[src/rtl/ats21_pkg.sv]
// Shared types and field positions for the ATS21 command issuer.
package ats21_pkg;

  typedef enum logic [2:0] {
    NOP       = 3'b000,
    SET_CLK   = 3'b001,
    CLK_EN    = 3'b010,
    SET_MODE  = 3'b011,
    SET_ALARM = 3'b101,
    SET_TIMER = 3'b110,
    AT_EN     = 3'b111
  } opcode_t;

  localparam logic [2:0] OP_ILLEGAL = 3'b100;

  localparam int unsigned OPC_MSB = 31;
  localparam int unsigned OPC_LSB = 29;
  localparam int unsigned IDX_MSB = 28;
  localparam int unsigned IDX_LSB = 24;
  localparam int unsigned FLG_MSB = 23;
  localparam int unsigned FLG_LSB = 16;
  localparam int unsigned VAL_MSB = 15;
  localparam int unsigned VAL_LSB = 0;

  typedef enum logic [1:0] {IDLE, UPPER, LOWER} issuer_state_t;

  function automatic logic is_illegal(input logic [31:0] cmd);
    return cmd[OPC_MSB:OPC_LSB] == OP_ILLEGAL;
  endfunction

endpackage

[src/rtl/ats21_cmd_fifo.sv]
// Synchronous FIFO with wrap-bit pointers; head is visible combinationally on rd_data.
module ats21_cmd_fifo #(
  parameter int unsigned DEPTH = 4,
  parameter int unsigned W     = 32
) (
  input  logic         clk,
  input  logic         reset,
  input  logic         wr_en,
  input  logic [W-1:0] wr_data,
  input  logic         rd_en,
  output logic [W-1:0] rd_data,
  output logic         full,
  output logic         empty
);

  localparam int unsigned AW = $clog2(DEPTH);

  logic [W-1:0] mem_q [DEPTH];
  logic [AW:0]  wr_ptr_q, wr_ptr_d;
  logic [AW:0]  rd_ptr_q, rd_ptr_d;
  logic         do_wr, do_rd;

  always_comb begin
    full     = (wr_ptr_q[AW] != rd_ptr_q[AW]) && (wr_ptr_q[AW-1:0] == rd_ptr_q[AW-1:0]);
    empty    = (wr_ptr_q == rd_ptr_q);
    do_wr    = wr_en && !full;
    do_rd    = rd_en && !empty;
    wr_ptr_d = wr_ptr_q + {{AW{1'b0}}, do_wr};
    rd_ptr_d = rd_ptr_q + {{AW{1'b0}}, do_rd};
    rd_data  = mem_q[rd_ptr_q[AW-1:0]];
  end

  always_ff @(posedge clk or posedge reset) begin
    if (reset) begin
      wr_ptr_q <= '0;
      rd_ptr_q <= '0;
    end else begin
      wr_ptr_q <= wr_ptr_d;
      rd_ptr_q <= rd_ptr_d;
    end
  end

  always_ff @(posedge clk) begin
    if (do_wr) mem_q[wr_ptr_q[AW-1:0]] <= wr_data;
  end

endmodule

[src/rtl/ats21_cmd_issuer.sv]
// ATS21 host-side issuer: per-channel FIFOs, two-beat upper/lower serialisation.
// Optional per-channel issued-pair counters with macro ATS21_ISSUE_CNT_EN.
module ats21_cmd_issuer
  import ats21_pkg::*;
#(
  parameter int unsigned DEPTH = 4,
  parameter int unsigned CW    = 32
) (
  input  logic          clk,
  input  logic          reset,
  input  logic          cmd_valid_a,
  input  logic [CW-1:0] cmd_a,
  output logic          cmd_ready_a,
  input  logic          cmd_valid_b,
  input  logic [CW-1:0] cmd_b,
  output logic          cmd_ready_b,
  input  logic          ready,
  output logic          req,
  output logic [15:0]   ctrlA,
  output logic [15:0]   ctrlB,
  output logic          busy,
  output logic          err_illegal_a,
  output logic          err_illegal_b
`ifdef ATS21_ISSUE_CNT_EN
  ,
  output logic [15:0]   issued_cnt_a,
  output logic [15:0]   issued_cnt_b
`endif
);

  issuer_state_t state_q, state_d;
  logic [CW-1:0] hold_a_q, hold_a_d, hold_b_q, hold_b_d;
  logic          real_a_q, real_a_d, real_b_q, real_b_d;
  logic          err_a_q, err_a_d, err_b_q, err_b_d;
  logic          ill_a, ill_b, wr_a, wr_b, pop_a, pop_b;
  logic [CW-1:0] head_a, head_b;
  logic          full_a, full_b, empty_a, empty_b;

  ats21_cmd_fifo #(.DEPTH(DEPTH), .W(CW)) u_fifo_a (
    .clk(clk), .reset(reset), .wr_en(wr_a), .wr_data(cmd_a), .rd_en(pop_a),
    .rd_data(head_a), .full(full_a), .empty(empty_a)
  );

  ats21_cmd_fifo #(.DEPTH(DEPTH), .W(CW)) u_fifo_b (
    .clk(clk), .reset(reset), .wr_en(wr_b), .wr_data(cmd_b), .rd_en(pop_b),
    .rd_data(head_b), .full(full_b), .empty(empty_b)
  );

  always_comb begin
    cmd_ready_a = !full_a;
    cmd_ready_b = !full_b;
    // Illegal opcodes complete the handshake but never reach the FIFO.
    ill_a   = cmd_valid_a && cmd_ready_a && is_illegal(cmd_a);
    ill_b   = cmd_valid_b && cmd_ready_b && is_illegal(cmd_b);
    wr_a    = cmd_valid_a && cmd_ready_a && !ill_a;
    wr_b    = cmd_valid_b && cmd_ready_b && !ill_b;
    err_a_d = ill_a;
    err_b_d = ill_b;

    state_d  = state_q;
    hold_a_d = hold_a_q;
    hold_b_d = hold_b_q;
    real_a_d = real_a_q;
    real_b_d = real_b_q;
    pop_a    = 1'b0;
    pop_b    = 1'b0;
    case (state_q)
      IDLE: begin
        if (ready && (!empty_a || !empty_b)) begin
          pop_a    = !empty_a;
          pop_b    = !empty_b;
          hold_a_d = empty_a ? '0 : head_a;
          hold_b_d = empty_b ? '0 : head_b;
          real_a_d = !empty_a;
          real_b_d = !empty_b;
          state_d  = UPPER;
        end
      end
      UPPER:   if (ready) state_d = LOWER;
      LOWER:   if (ready) state_d = IDLE;
      default: state_d = IDLE;
    endcase

    req   = (state_q != IDLE);
    busy  = (state_q != IDLE) || !empty_a || !empty_b;
    ctrlA = '0;
    ctrlB = '0;
    if (state_q == UPPER) begin
      ctrlA = hold_a_q[OPC_MSB:FLG_LSB];
      ctrlB = hold_b_q[OPC_MSB:FLG_LSB];
    end else if (state_q == LOWER) begin
      ctrlA = hold_a_q[VAL_MSB:VAL_LSB];
      ctrlB = hold_b_q[VAL_MSB:VAL_LSB];
    end
    err_illegal_a = err_a_q;
    err_illegal_b = err_b_q;
  end

  always_ff @(posedge clk or posedge reset) begin
    if (reset) begin
      state_q  <= IDLE;
      hold_a_q <= '0;
      hold_b_q <= '0;
      real_a_q <= 1'b0;
      real_b_q <= 1'b0;
      err_a_q  <= 1'b0;
      err_b_q  <= 1'b0;
    end else begin
      state_q  <= state_d;
      hold_a_q <= hold_a_d;
      hold_b_q <= hold_b_d;
      real_a_q <= real_a_d;
      real_b_q <= real_b_d;
      err_a_q  <= err_a_d;
      err_b_q  <= err_b_d;
    end
  end

`ifdef ATS21_ISSUE_CNT_EN
  logic [15:0] cnt_a_q, cnt_a_d, cnt_b_q, cnt_b_d;
  logic        done;

  always_comb begin
    done    = (state_q == LOWER) && ready;
    cnt_a_d = cnt_a_q + {15'd0, done && real_a_q};
    cnt_b_d = cnt_b_q + {15'd0, done && real_b_q};
    issued_cnt_a = cnt_a_q;
    issued_cnt_b = cnt_b_q;
  end

  always_ff @(posedge clk or posedge reset) begin
    if (reset) begin
      cnt_a_q <= '0;
      cnt_b_q <= '0;
    end else begin
      cnt_a_q <= cnt_a_d;
      cnt_b_q <= cnt_b_d;
    end
  end
`endif

endmodule
[config.mk]
export PLATFORM = sky130hd
export DESIGN_NAME = ats21_cmd_issuer
export DESIGN_NICKNAME = d
export VERILOG_FILES = /design/src/rtl/ats21_pkg.sv /design/src/rtl/ats21_cmd_fifo.sv /design/src/rtl/ats21_cmd_issuer.sv
export SDC_FILE = /design/constraint.sdc
export NUM_CORES = 1
export LEC_CHECK = 0
export ABC_AREA = 1
export CORE_ASPECT_RATIO = 1.1
export CORE_MARGIN = 4
export CORE_UTILIZATION = 33
export DETAILED_ROUTE_END_ITERATION = 6
export PLACE_DENSITY = 0.55
export SLEW_MARGIN = 10
export SYNTH_ARGS = -nofsm -noshare
export SYNTH_HDL_FRONTEND = slang
export SYNTH_HIERARCHICAL = 1
export SYNTH_SLANG_ARGS = --single-unit
[constraint.sdc]
create_clock -name clk -period 3.3 [get_ports clk]
set_clock_uncertainty 0.05 [all_clocks]
set_input_delay 0.495 -clock clk [delete_from_list [all_inputs] [get_ports clk]]
set_output_delay 0.495 -clock clk [all_outputs]
set_load 0.05 [all_outputs]
==> summary.txt, run 1 <==
Run status
  – Run status: finished clean

Clock tree
  – Buffers inserted by post-CTS timing repair: 0
  – H-tree levels: 2
  – Resized cells post-CTS: 0
  – Longest Clk Path Bufs: 3
  – CTS Root Buffer Type: sky130_fd_sc_hd__clkbuf_16
  – Clk slew on worst S/H paths: approximately 0.06 ns
  – Worst skew pair latency: about 0.52 ns
  – Clock sinks: 336
  – Number of buffers created by CTS: 35
  – Hold buffers post-CTS: 0
  – TritonCTS clock tree: yes

Worst setup path
  – Critical Setup Path Class: reg -> out
  – Worst reg2reg path depth: 11
  – Register-to-register setup slack: around 0.8 ns
  – Largest delay contributor family on the critical path: buffers and inverters
  – Critical Path Start Type: flop
  – Most frequent CP cell: sky130_fd_sc_hd__nand2_1
  – Capturing element type of the critical path: output port
  – Origin of the worst setup path: state_q[1]$_DFFE_PP0P_
  – Data required time at the worst endpoint: 2.75 ns
  – Master of the slowest instance on the critical path: sky130_fd_sc_hd__buf_4
  – Largest fanout on the critical path: 33
  – Buffers and inverters on the worst path: 3
  – Critical R2R Launch: u_fifo_a/rd_ptr_q[1]$_DFF_PP0_
  – Number of stages on the worst setup path: 6
  – Slowest stage delay, CP: 0.42 ns
  – Arrival time at the worst endpoint: approximately 2.2 ns
  – Critical path cell sequence: inv_2 -> nor2_2 -> buf_4 -> nand2_1 -> nand2_1 -> buf_12

Die
  – Placement row count: 77
  – Core Region: 40400 µm²
  – Initial cell density of the core: approximately 34%
  – Width of the die: 201 µm
  – Die area: approximately 44000 µm²
  – Count of pins on the block boundary: 107
  – Die Height: about 220 µm

Global routing
  – Total congestion overflow after global routing: 0
  – All-Layer GR Usage: between 10% and 20%
  – Global-route wire length before repair: about 53000 µm
  – Largest net degree at the start of global routing: 67
  – Vias in the first global route: between 8000 and 9000
  – Initial antenna violation count: 2

STA
  – Final setup violation count: 0
  – Fraction of the cycle the final worst path needs: between 80% and 90%
  – Post-route minimum period: roughly 2.7 ns
  – Total negative slack for setup checks: 0 ns
  – RSZ-0062 raised after global routing: no
  – Tightest slew margin relative to the limit: ~49%
  – Top achievable clock speed: 364 MHz
  – Number of pins with negative max-slew slack in the final report: 0
  – Number of hold-slack violations in the final timing report: 0
  – Slew at the pin closest to its max-slew limit: ~0.76 ns

Pwr
  – Power, Total: 15700 µW
  – Design internal power: 9890 µW
  – Worst vdd rail ir drop: 0.397 mV
  – Proportion of power drawn by combinational gates: around 35%
  – Register share of total power: a little under 40%
  – Net Sw Power: 5770 µW
  – Fraction of power consumed by the clock network: 25.1%
  – Pwr/cell area: ~950 nW/µm²
  – Net Sw Frac: between 30% and 40%
  – Leak pwr: about 0.0063 µW

Detailed routing
  – Post-route DRC: 0
  – Routed len/inst: about 19 µm
  – Via count: roughly 8800
  – Post-detailed-route via-to-cell ratio: just over 5
  – Detailed-router iteration count before antenna repair: 5
  – Number of DRC violations after detailed-routing iteration 0: ~640
  – WL final: between 30000 and 40000 µm
  – Detail Route Antenna Nets: 0

Final layout
  – Number of fillers in the final layout: around 3700
  – Final net count: about 1300
  – Area growth from synthesis to final layout: 21.9%
  – Count of antenna diodes in the layout: 0
  – Ratio of cells with drive above 1 in the final layout: a little under an eighth
  – Post-route cell area: 16500 µm²
  – Finished Core Util: roughly two fifths
  – Most common cell after layout, fill and taps aside: sky130_fd_sc_hd__edfxtp_1
  – Commonest cells after routing, fill and taps aside: sky130_fd_sc_hd__edfxtp_1 (256), sky130_fd_sc_hd__nand2_1 (219), sky130_fd_sc_hd__nor2_1 (132), sky130_fd_sc_hd__o21ai_0 (117), sky130_fd_sc_hd__dfrtp_1 (78)

Yosys
  – Flops & latches, synth: between 300 and 400
  – Syn_nets: about 1200
  – Number of instances in the synthesized netlist: between 1000 and 1500
  – Post-synth design cell area: about 14000 µm²
  – Synthesized area divided by synthesized cell count: around 12 µm²
  – Yosys warning count: 6
  – Number of different library cells in the post-synthesis netlist: 28
  – Share of the yosys chip area belonging to registers: a little under three quarters

Placement
  – Global placement routability congestion: between 0.7 and 0.8
  – Estimated wirelength of the detail-placed design: between 20000 and 25000 µm
  – Placed cell areas: between 15000 and 20000 µm²
  – Count of input and output buffers: approximately 110

Worst hold path
  – Hold WC Path Type: in -> async

Run
  – Number of max-cap violations: 0
-- layer usage --
layer  track usage (%)  share of wire, %  vias up
met5                 0             0.079        -
met4              3.67               1.7        4
met3              2.89               5.0       39
met2              25.1                48      206
met1              20.9                46     4396
li1                  -                 -     4190
-- Yosys cell counts, drive strengths merged --
| cell | count | area [µm²] |
|---|---|---|
| edfxtp | 256 | 7690 |
| nand2 | 221 | 845 |
| nor2 | 142 | 563 |
| o21ai | 129 | 646 |
| dfrtp | 80 | 2000 |
| nand4 | 64 | 400 |
| o22ai | 64 | 400 |
| buf | 55 | 380 |
| nand3 | 38 | 205 |
| inv | 33 | 134 |
| clkbuf | 21 | 80.1 |
| ha | 8 | 100 |
| xor2 | 4 | 35.0 |
| a31oi | 2 | 12.5 |
| nand3b | 2 | 15.0 |
| xnor2 | 2 | 32.5 |
| o21a | 1 | 7.51 |
-- cells by family (layout without fill, tap and decap cells) --
logic type | Yosys count | after routing | share of synthesized area (%)
flops | 336 | 336 | 71.5
simple gates | 467 | 467 | 15.0
compound gates | 196 | 196 | 7.87
buf+inv | 109 | 229 | 4.39
fa+ha+maj | 8 | 8 | 0.739
xor+xnor | 6 | 6 | 0.499
-- final cells by class --
class	count	area, µm²	share of cell area (%)
clock buffer	43	936	5.67
clock inverter	21	218	1.32
inverter	33	134	0.811
multi-input combinational	677	3260	19.8
sequential	336	9690	58.7
tap	513	642	3.89
timing repair buffer	132	1620	9.84
-- state kept, by name, indices dropped and copies added, names as in the netlist --
register,flops
u_fifo_a/mem_q,128
u_fifo_b/mem_q,128
hold_a_q,32
hold_b_q,32
u_fifo_a/rd_ptr_q,3
u_fifo_a/wr_ptr_q,3
u_fifo_b/rd_ptr_q,3
u_fifo_b/wr_ptr_q,3
state_q,2
err_illegal_a,1
err_illegal_b,1
-- power by group through the flow --
| stage | combinational [µW] | sequential [µW] | clock, µW |
|---|---|---|---|
| after floorplan | 3690 | 6150 | 0 |
| after global placement | 5550 | 6250 | 0 |
| after detailed placement | 5600 | 6280 | 0 |
| after CTS | 5620 | 6200 | 4030 |
| after global routing | 6120 | 6300 | 4200 |
| final | 5550 | 6190 | 3930 |
-- worst register-to-register path: stages, from the launching register on --
cell and delay (ns):
sky130_fd_sc_hd__dfrtp_1 0.69, sky130_fd_sc_hd__inv_2 0.07, sky130_fd_sc_hd__nand2_1 0.07, sky130_fd_sc_hd__nand2_1 0.07, sky130_fd_sc_hd__nand3_2 0.10, sky130_fd_sc_hd__inv_1 0.04
sky130_fd_sc_hd__inv_1 0.06, sky130_fd_sc_hd__nand2_1 0.06, sky130_fd_sc_hd__a31oi_1 0.26, sky130_fd_sc_hd__nand2_4 0.12, sky130_fd_sc_hd__nor2_2 0.29, sky130_fd_sc_hd__buf_12 0.27
-- metrics by stage --
stage / hold WS [ns] / setup slack (ns) / std cells
floorplan: 0.236 / 0.393 / 1122
global placement: 0.404 / 0.818 / 1691
detailed placement: 0.409 / 0.754 / 1691
CTS: 0.323 / 0.471 / 1755
global route: 0.333 / 0.413 / 1755
finish: 0.297 / 0.550 / 1755
-- worst paths after layout --
check,to
setup / recovery,ctrlA[13]
hold / removal,u_fifo_a/rd_ptr_q[0]$_DFF_PP0_
setup reg to reg,u_fifo_a/mem_q[1][21]$_DFFE_PP_
hold reg to reg,hold_a_q[15]$_DFFE_PP0P_
max in group asynchronous,hold_a_q[22]$_DFFE_PP0P_
min in group clk,hold_a_q[27]$_DFFE_PP0P_
(Power assumes the default switching activity.)
==> run 2, diff against run 1 <==
PLACE_DENSITY = 0.57   (was 0.55)
clock period = 2.4 ns   (was 3.3 ns; I/O delays follow)
==> run 2 against run 1 <==
Effect of this change:
- non-clock buffer count grew 5
- sequential cell count is the same
- total power grew 38%
- critical path depth shrank 1
- combinational power grew 43%
- hold slack lost 0.22 ns
- critical path type unchanged
- largest cell class unchanged
==> summary.txt, run 2 (synthesis results as in run 1) <==
Pwr
  – Leak pwr: about 0.0063 µW
  – Net Sw Power: about 7900 µW
  – Power, Total: 21600 µW
  – Register share of total power: roughly 39%
  – Pwr/cell area: about 1300 nW/µm²
  – Worst vdd rail ir drop: 0.468 mV
  – Fraction of power consumed by the clock network: 24.0%
  – Net Sw Frac: between 30% and 40%
  – Proportion of power drawn by combinational gates: 36.7%
  – Design internal power: between 10000 and 15000 µW

Run
  – Number of max-cap violations: 0

Final layout
  – Post-route cell area: 16700 µm²
  – Count of antenna diodes in the layout: 0
  – Ratio of cells with drive above 1 in the final layout: approximately 12%
  – Final net count: 1296
  – Number of fillers in the final layout: 3645
  – Commonest cells after routing, fill and taps aside: sky130_fd_sc_hd__edfxtp_1 (256), sky130_fd_sc_hd__nand2_1 (217), sky130_fd_sc_hd__nor2_1 (132), sky130_fd_sc_hd__o21ai_0 (117), sky130_fd_sc_hd__dfrtp_1 (78)
  – Area growth from synthesis to final layout: 23.3%
  – Most common cell after layout, fill and taps aside: sky130_fd_sc_hd__edfxtp_1

Global routing
  – Total congestion overflow after global routing: 0
  – Vias in the first global route: 8922
  – Initial antenna violation count: 0
  – Global-route wire length before repair: roughly 52000 µm
  – All-Layer GR Usage: 15.0%
  – Largest net degree at the start of global routing: between 60 and 70

Die
  – Die area: 44400 µm²
  – Die Height: roughly 220 µm
  – Initial cell density of the core: 33.6%
  – Count of pins on the block boundary: approximately 110
  – Placement row count: 77
  – Width of the die: 201 µm
  – Core Region: 40400 µm²

Detailed routing
  – Detailed-router iteration count before antenna repair: 5
  – Post-detailed-route via-to-cell ratio: about 5.1
  – Via count: 8886
  – WL final: around 34000 µm
  – Post-route DRC: 0
  – Detail Route Antenna Nets: 0
  – Routed len/inst: between 15 and 20 µm
  – Number of DRC violations after detailed-routing iteration 0: between 700 and 800

STA
  – Worst-case setup margin in the final layout: ~0.11 ns
  – Top achievable clock speed: around 440 MHz
  – Tightest slew margin relative to the limit: about two thirds
  – RSZ-0062 raised after global routing: no
  – Total negative slack for setup checks: 0 ns
  – Post-route minimum period: roughly 2.3 ns
  – Number of hold-slack violations in the final timing report: 0
  – Number of pins with negative max-slew slack in the final report: 0
  – Final setup violation count: 0
  – Slew at the pin closest to its max-slew limit: just over 0.5 ns
  – Fraction of the cycle the final worst path needs: about 95%

Clock tree
  – Number of buffers created by CTS: 34
  – CTS Root Buffer Type: sky130_fd_sc_hd__clkbuf_16
  – Longest Clk Path Bufs: 3
  – Clock sinks: 336
  – Clk slew on worst S/H paths: roughly 0.06 ns
  – TritonCTS clock tree: yes
  – H-tree levels: 2
  – Worst skew pair latency: ~0.5 ns
  – Buffers inserted by post-CTS timing repair: 0

Worst setup path
  – Critical Path Start Type: flop
  – Master of the slowest instance on the critical path: sky130_fd_sc_hd__dfrtp_1
  – Critical path cell sequence: nor2_2 -> buf_8 -> nand2_1 -> nand2_1 -> buf_12
  – Most frequent CP cell: sky130_fd_sc_hd__nand2_1
  – Critical Setup Path Class: reg -> out
  – Data required time at the worst endpoint: 1.99 ns
  – Slowest stage delay, CP: approximately 0.43 ns
  – Largest delay contributor family on the critical path: simple AND/OR/NAND/NOR gates
  – Buffers and inverters on the worst path: 2
  – Worst reg2reg path depth: 13
  – Number of stages on the worst setup path: 5
  – Arrival time at the worst endpoint: 1.88 ns
  – Capturing element type of the critical path: output port
  – Largest fanout on the critical path: 26

Placement
  – Placed cell areas: between 15000 and 20000 µm²
  – Global placement routability congestion: 0.747
  – Estimated wirelength of the detail-placed design: about 20000 µm
  – DP Worst Slack: around 0.27 ns
  – Count of input and output buffers: 106

Run status
  – Run status: finished clean

Worst hold path
  – Hold WC Path Type: in -> async
## run 2: cell count changes in the layout (fill, tap and decap cells not counted), sizes merged
cell      previous run  this run
clkinvlp             1         2
inv                 36        30
clkinv              13         8
bufinv               4         2
buf                 63        68
clkbuf              43        52
## run 2: metrics by stage
stage          hold WS, ns  instances  util [%]
2_1_floorplan        0.101       1122         -
3_3_place_gp         0.403       1696      38.6
3_5_place_dp         0.408       1696      38.6
4_1_cts             0.0751       1757      41.4
5_1_grt              0.111       1757      41.4
6_report            0.0729       1757      41.4
## run 2: final cells by class
type,instances,area (µm²),share of cell area (%)
flip-flops and latches,336,9690,58.0
multi-input cells,677,3340,20.0
repair buffers,137,1790,10.7
clock buffers,52,1000,6.00
well taps,513,642,3.84
inverters,33,143,0.854
clock inverters,9,95.1,0.569
## run 2: final timing paths
kind	slack [ns]	start	end
setup / recovery	0.11	state_q[0]$_DFFE_PP0P_	ctrlB[7]
hold / removal	0.07	reset	err_illegal_b$_DFF_PP0_
setup reg to reg	0.35	u_fifo_a/wr_ptr_q[1]$_DFF_PP0_	u_fifo_a/wr_ptr_q[2]$_DFF_PP0_
hold reg to reg	0.42	hold_a_q[29]$_DFFE_PP0P_	hold_a_q[29]$_DFFE_PP0P_
max in group asynchronous	1.73	reset	err_illegal_a$_DFF_PP0_
min in group clk	0.41	cmd_valid_b	err_illegal_b$_DFF_PP0_
## run 2: power groups by stage
stage	sequential (µW)	combinational, µW	clock (µW)
floorplan	8440	5180	0
global placement	8540	7910	0
detailed placement	8580	8000	0
CTS	8480	8020	5330
global route	8630	8690	5560
finish	8480	7940	5200
## run 2: metal layers
| metal | vias up | global-route usage (%) | wire length, µm |
|---|---|---|---|
| li1 | 4204 | - | - |
| met1 | 4394 | 20.9 | 15300 |
| met2 | 233 | 24.4 | 16300 |
| met3 | 55 | 2.42 | 1640 |
| met4 | 0 | 5.06 | 867 |
| met5 | - | 0 | 0 |
## run 2: what timing repair did
| item | CTS | global route |
|---|---|---|
| hold buffers | 0 | 0 |
| endpoints found under the setup margin | 3 | 2 |
| gates resized for setup | 1 | 1 |
==> run 3, diff against run 2 <==
CORE_UTILIZATION = 40   (was 33)
PLACE_DENSITY = 0.66   (was 0.57)
==> run 3 against run 2 <==
Effect of this change:
- fmax grew 0.94%
- routed wire length fell by 4.8%
- final cell count shrank 4.6%
==> summary.txt, run 3 (synthesis results as in run 1) <==
Die
  – Count of pins on the block boundary: roughly 110
  – Initial cell density of the core: between 40% and 50%
  – Placement row count: 70
  – Die Height: 201 µm
  – Core Region: between 30000 and 40000 µm²
  – Width of the die: approximately 180 µm
  – Die area: 36900 µm²

Global routing
  – Initial antenna violation count: 1
  – Global-route wire length before repair: between 50000 and 60000 µm
  – Vias in the first global route: 9059
  – Largest net degree at the start of global routing: 68
  – Total congestion overflow after global routing: 0
  – All-Layer GR Usage: 17.4%

Clock tree
  – CTS Root Buffer Type: sky130_fd_sc_hd__clkbuf_16
  – Number of buffers created by CTS: 34
  – Longest Clk Path Bufs: 3
  – TritonCTS clock tree: yes
  – Clk slew on worst S/H paths: around 0.06 ns
  – Clock sinks: between 300 and 400
  – Hold buffers post-CTS: 0
  – Worst skew pair latency: roughly 0.50 ns
  – H-tree levels: 2

STA
  – Fraction of the cycle the final worst path needs: 94.4%
  – Total negative slack for setup checks: 0 ns
  – Final setup violation count: 0
  – Tightest slew margin relative to the limit: between 50% and 60%
  – Top achievable clock speed: 441 MHz
  – Slew at the pin closest to its max-slew limit: roughly 0.7 ns
  – RSZ-0062 raised after global routing: no
  – Post-route minimum period: 2.27 ns
  – Number of hold-slack violations in the final timing report: 0
  – Number of pins with negative max-slew slack in the final report: 0

Detailed routing
  – WL final: 32400 µm
  – Routed len/inst: 19.3 µm
  – Via count: 9012
  – Post-detailed-route via-to-cell ratio: 5.37
  – Detailed-router iteration count before antenna repair: 5
  – Detail Route Antenna Nets: 0
  – Post-route DRC: 0
  – Number of DRC violations after detailed-routing iteration 0: slightly above 800

Worst setup path
  – Arrival time at the worst endpoint: around 1.9 ns
  – Largest fanout on the critical path: 33
  – Largest delay contributor family on the critical path: buffers and inverters
  – Critical Path Start Type: flop
  – Capturing element type of the critical path: output port
  – Most frequent CP cell: sky130_fd_sc_hd__buf_4
  – Data required time at the worst endpoint: about 2.0 ns
  – Critical path cell sequence: nor2_4 -> buf_4 -> inv_1 -> buf_4
  – Slowest stage delay, CP: 0.45 ns
  – Critical Setup Path Class: reg -> out
  – Master of the slowest instance on the critical path: sky130_fd_sc_hd__dfrtp_1
  – Buffers and inverters on the worst path: 3

Final layout
  – Final net count: roughly 1300
  – Finished Core Util: 49.8%
  – Commonest cells after routing, fill and taps aside: sky130_fd_sc_hd__edfxtp_1 (256), sky130_fd_sc_hd__nand2_1 (217), sky130_fd_sc_hd__nor2_1 (132), sky130_fd_sc_hd__o21ai_0 (117), sky130_fd_sc_hd__dfrtp_1 (78)
  – Most common cell after layout, fill and taps aside: sky130_fd_sc_hd__edfxtp_1
  – Area growth from synthesis to final layout: 22.6%
  – Ratio of cells with drive above 1 in the final layout: between 10% and 20%
  – Post-route cell area: about 17000 µm²
  – Count of antenna diodes in the layout: 0

Pwr
  – Pwr/cell area: 1290 nW/µm²
  – Worst vdd rail ir drop: 0.559 mV
  – Power, Total: 21500 µW
  – Leak pwr: 0.00633 µW

Placement
  – Global placement routability congestion: ~0.76
  – Estimated wirelength of the detail-placed design: a little under 20000 µm
  – Placed cell areas: about 16000 µm²
  – Count of input and output buffers: roughly 110

Run
  – Number of max-cap violations: 0

Run status
  – Run status: finished clean

Worst hold path
  – Hold WC Path Type: in -> async
run 3: worst paths after layout:
check                      slack (ns)                            from  cells after the start                             end
setup reg to reg                 0.30  u_fifo_a/rd_ptr_q[0]$_DFF_PP0_                     11  u_fifo_a/wr_ptr_q[2]$_DFF_PP0_
max in group asynchronous        1.58                           reset                      3        hold_a_q[17]$_DFFE_PP0P_
min in group clk                 0.42        hold_b_q[20]$_DFFE_PP0P_                      2        hold_b_q[20]$_DFFE_PP0P_
setup / recovery                 0.13          state_q[0]$_DFFE_PP0P_                      4                             req
hold reg to reg                  0.42        hold_b_q[20]$_DFFE_PP0P_                      2        hold_b_q[20]$_DFFE_PP0P_
hold / removal                   0.16                           reset                      2  u_fifo_b/rd_ptr_q[2]$_DFF_PP0_
run 3: final cells by class:
class / count / area, µm²
Timing Repair Buffer: 139 / 1820
Clock buffer: 52 / 1000
Inverter: 33 / 144
Tap cell: 432 / 541
Fill cell: 2805 / 16800
Multi-Input combinational cell: 677 / 3340
Sequential cell: 336 / 9690
Clock inverter: 8 / 78.8
run 3: what timing repair did:
action | CTS | global route
pin swaps | 0 | 0
endpoints found under the setup margin | 1 | 5
buffers inserted | 0 | 0
gates resized for setup | 1 | 2
run 3: per-layer routing:
metal / vias to the layer above / share of wire [%] / track usage (%)
li1: 4198 / - / -
met1: 4453 / 43 / 24.2
met2: 310 / 49 / 28.5
met3: 49 / 6.4 / 2.61
met4: 2 / 2.2 / 4.71
met5: - / 0.040 / 0
run 3: power by group:
group          switching (µW)  internal, µW
Combinational            5200          2700
Sequential                641          7910
Clock                    2070          2990
run 3: per-stage QoR:
stage | hold WS [ns] | instances | setup WS [ns]
after floorplan | 0.101 | 1122 | 0.0102
after global routing | 0.199 | 1677 | 0.0222
after global placement | 0.404 | 1617 | 0.326
final | 0.158 | 1677 | 0.135
after CTS | 0.185 | 1677 | 0.0255
after detailed placement | 0.409 | 1617 | 0.279
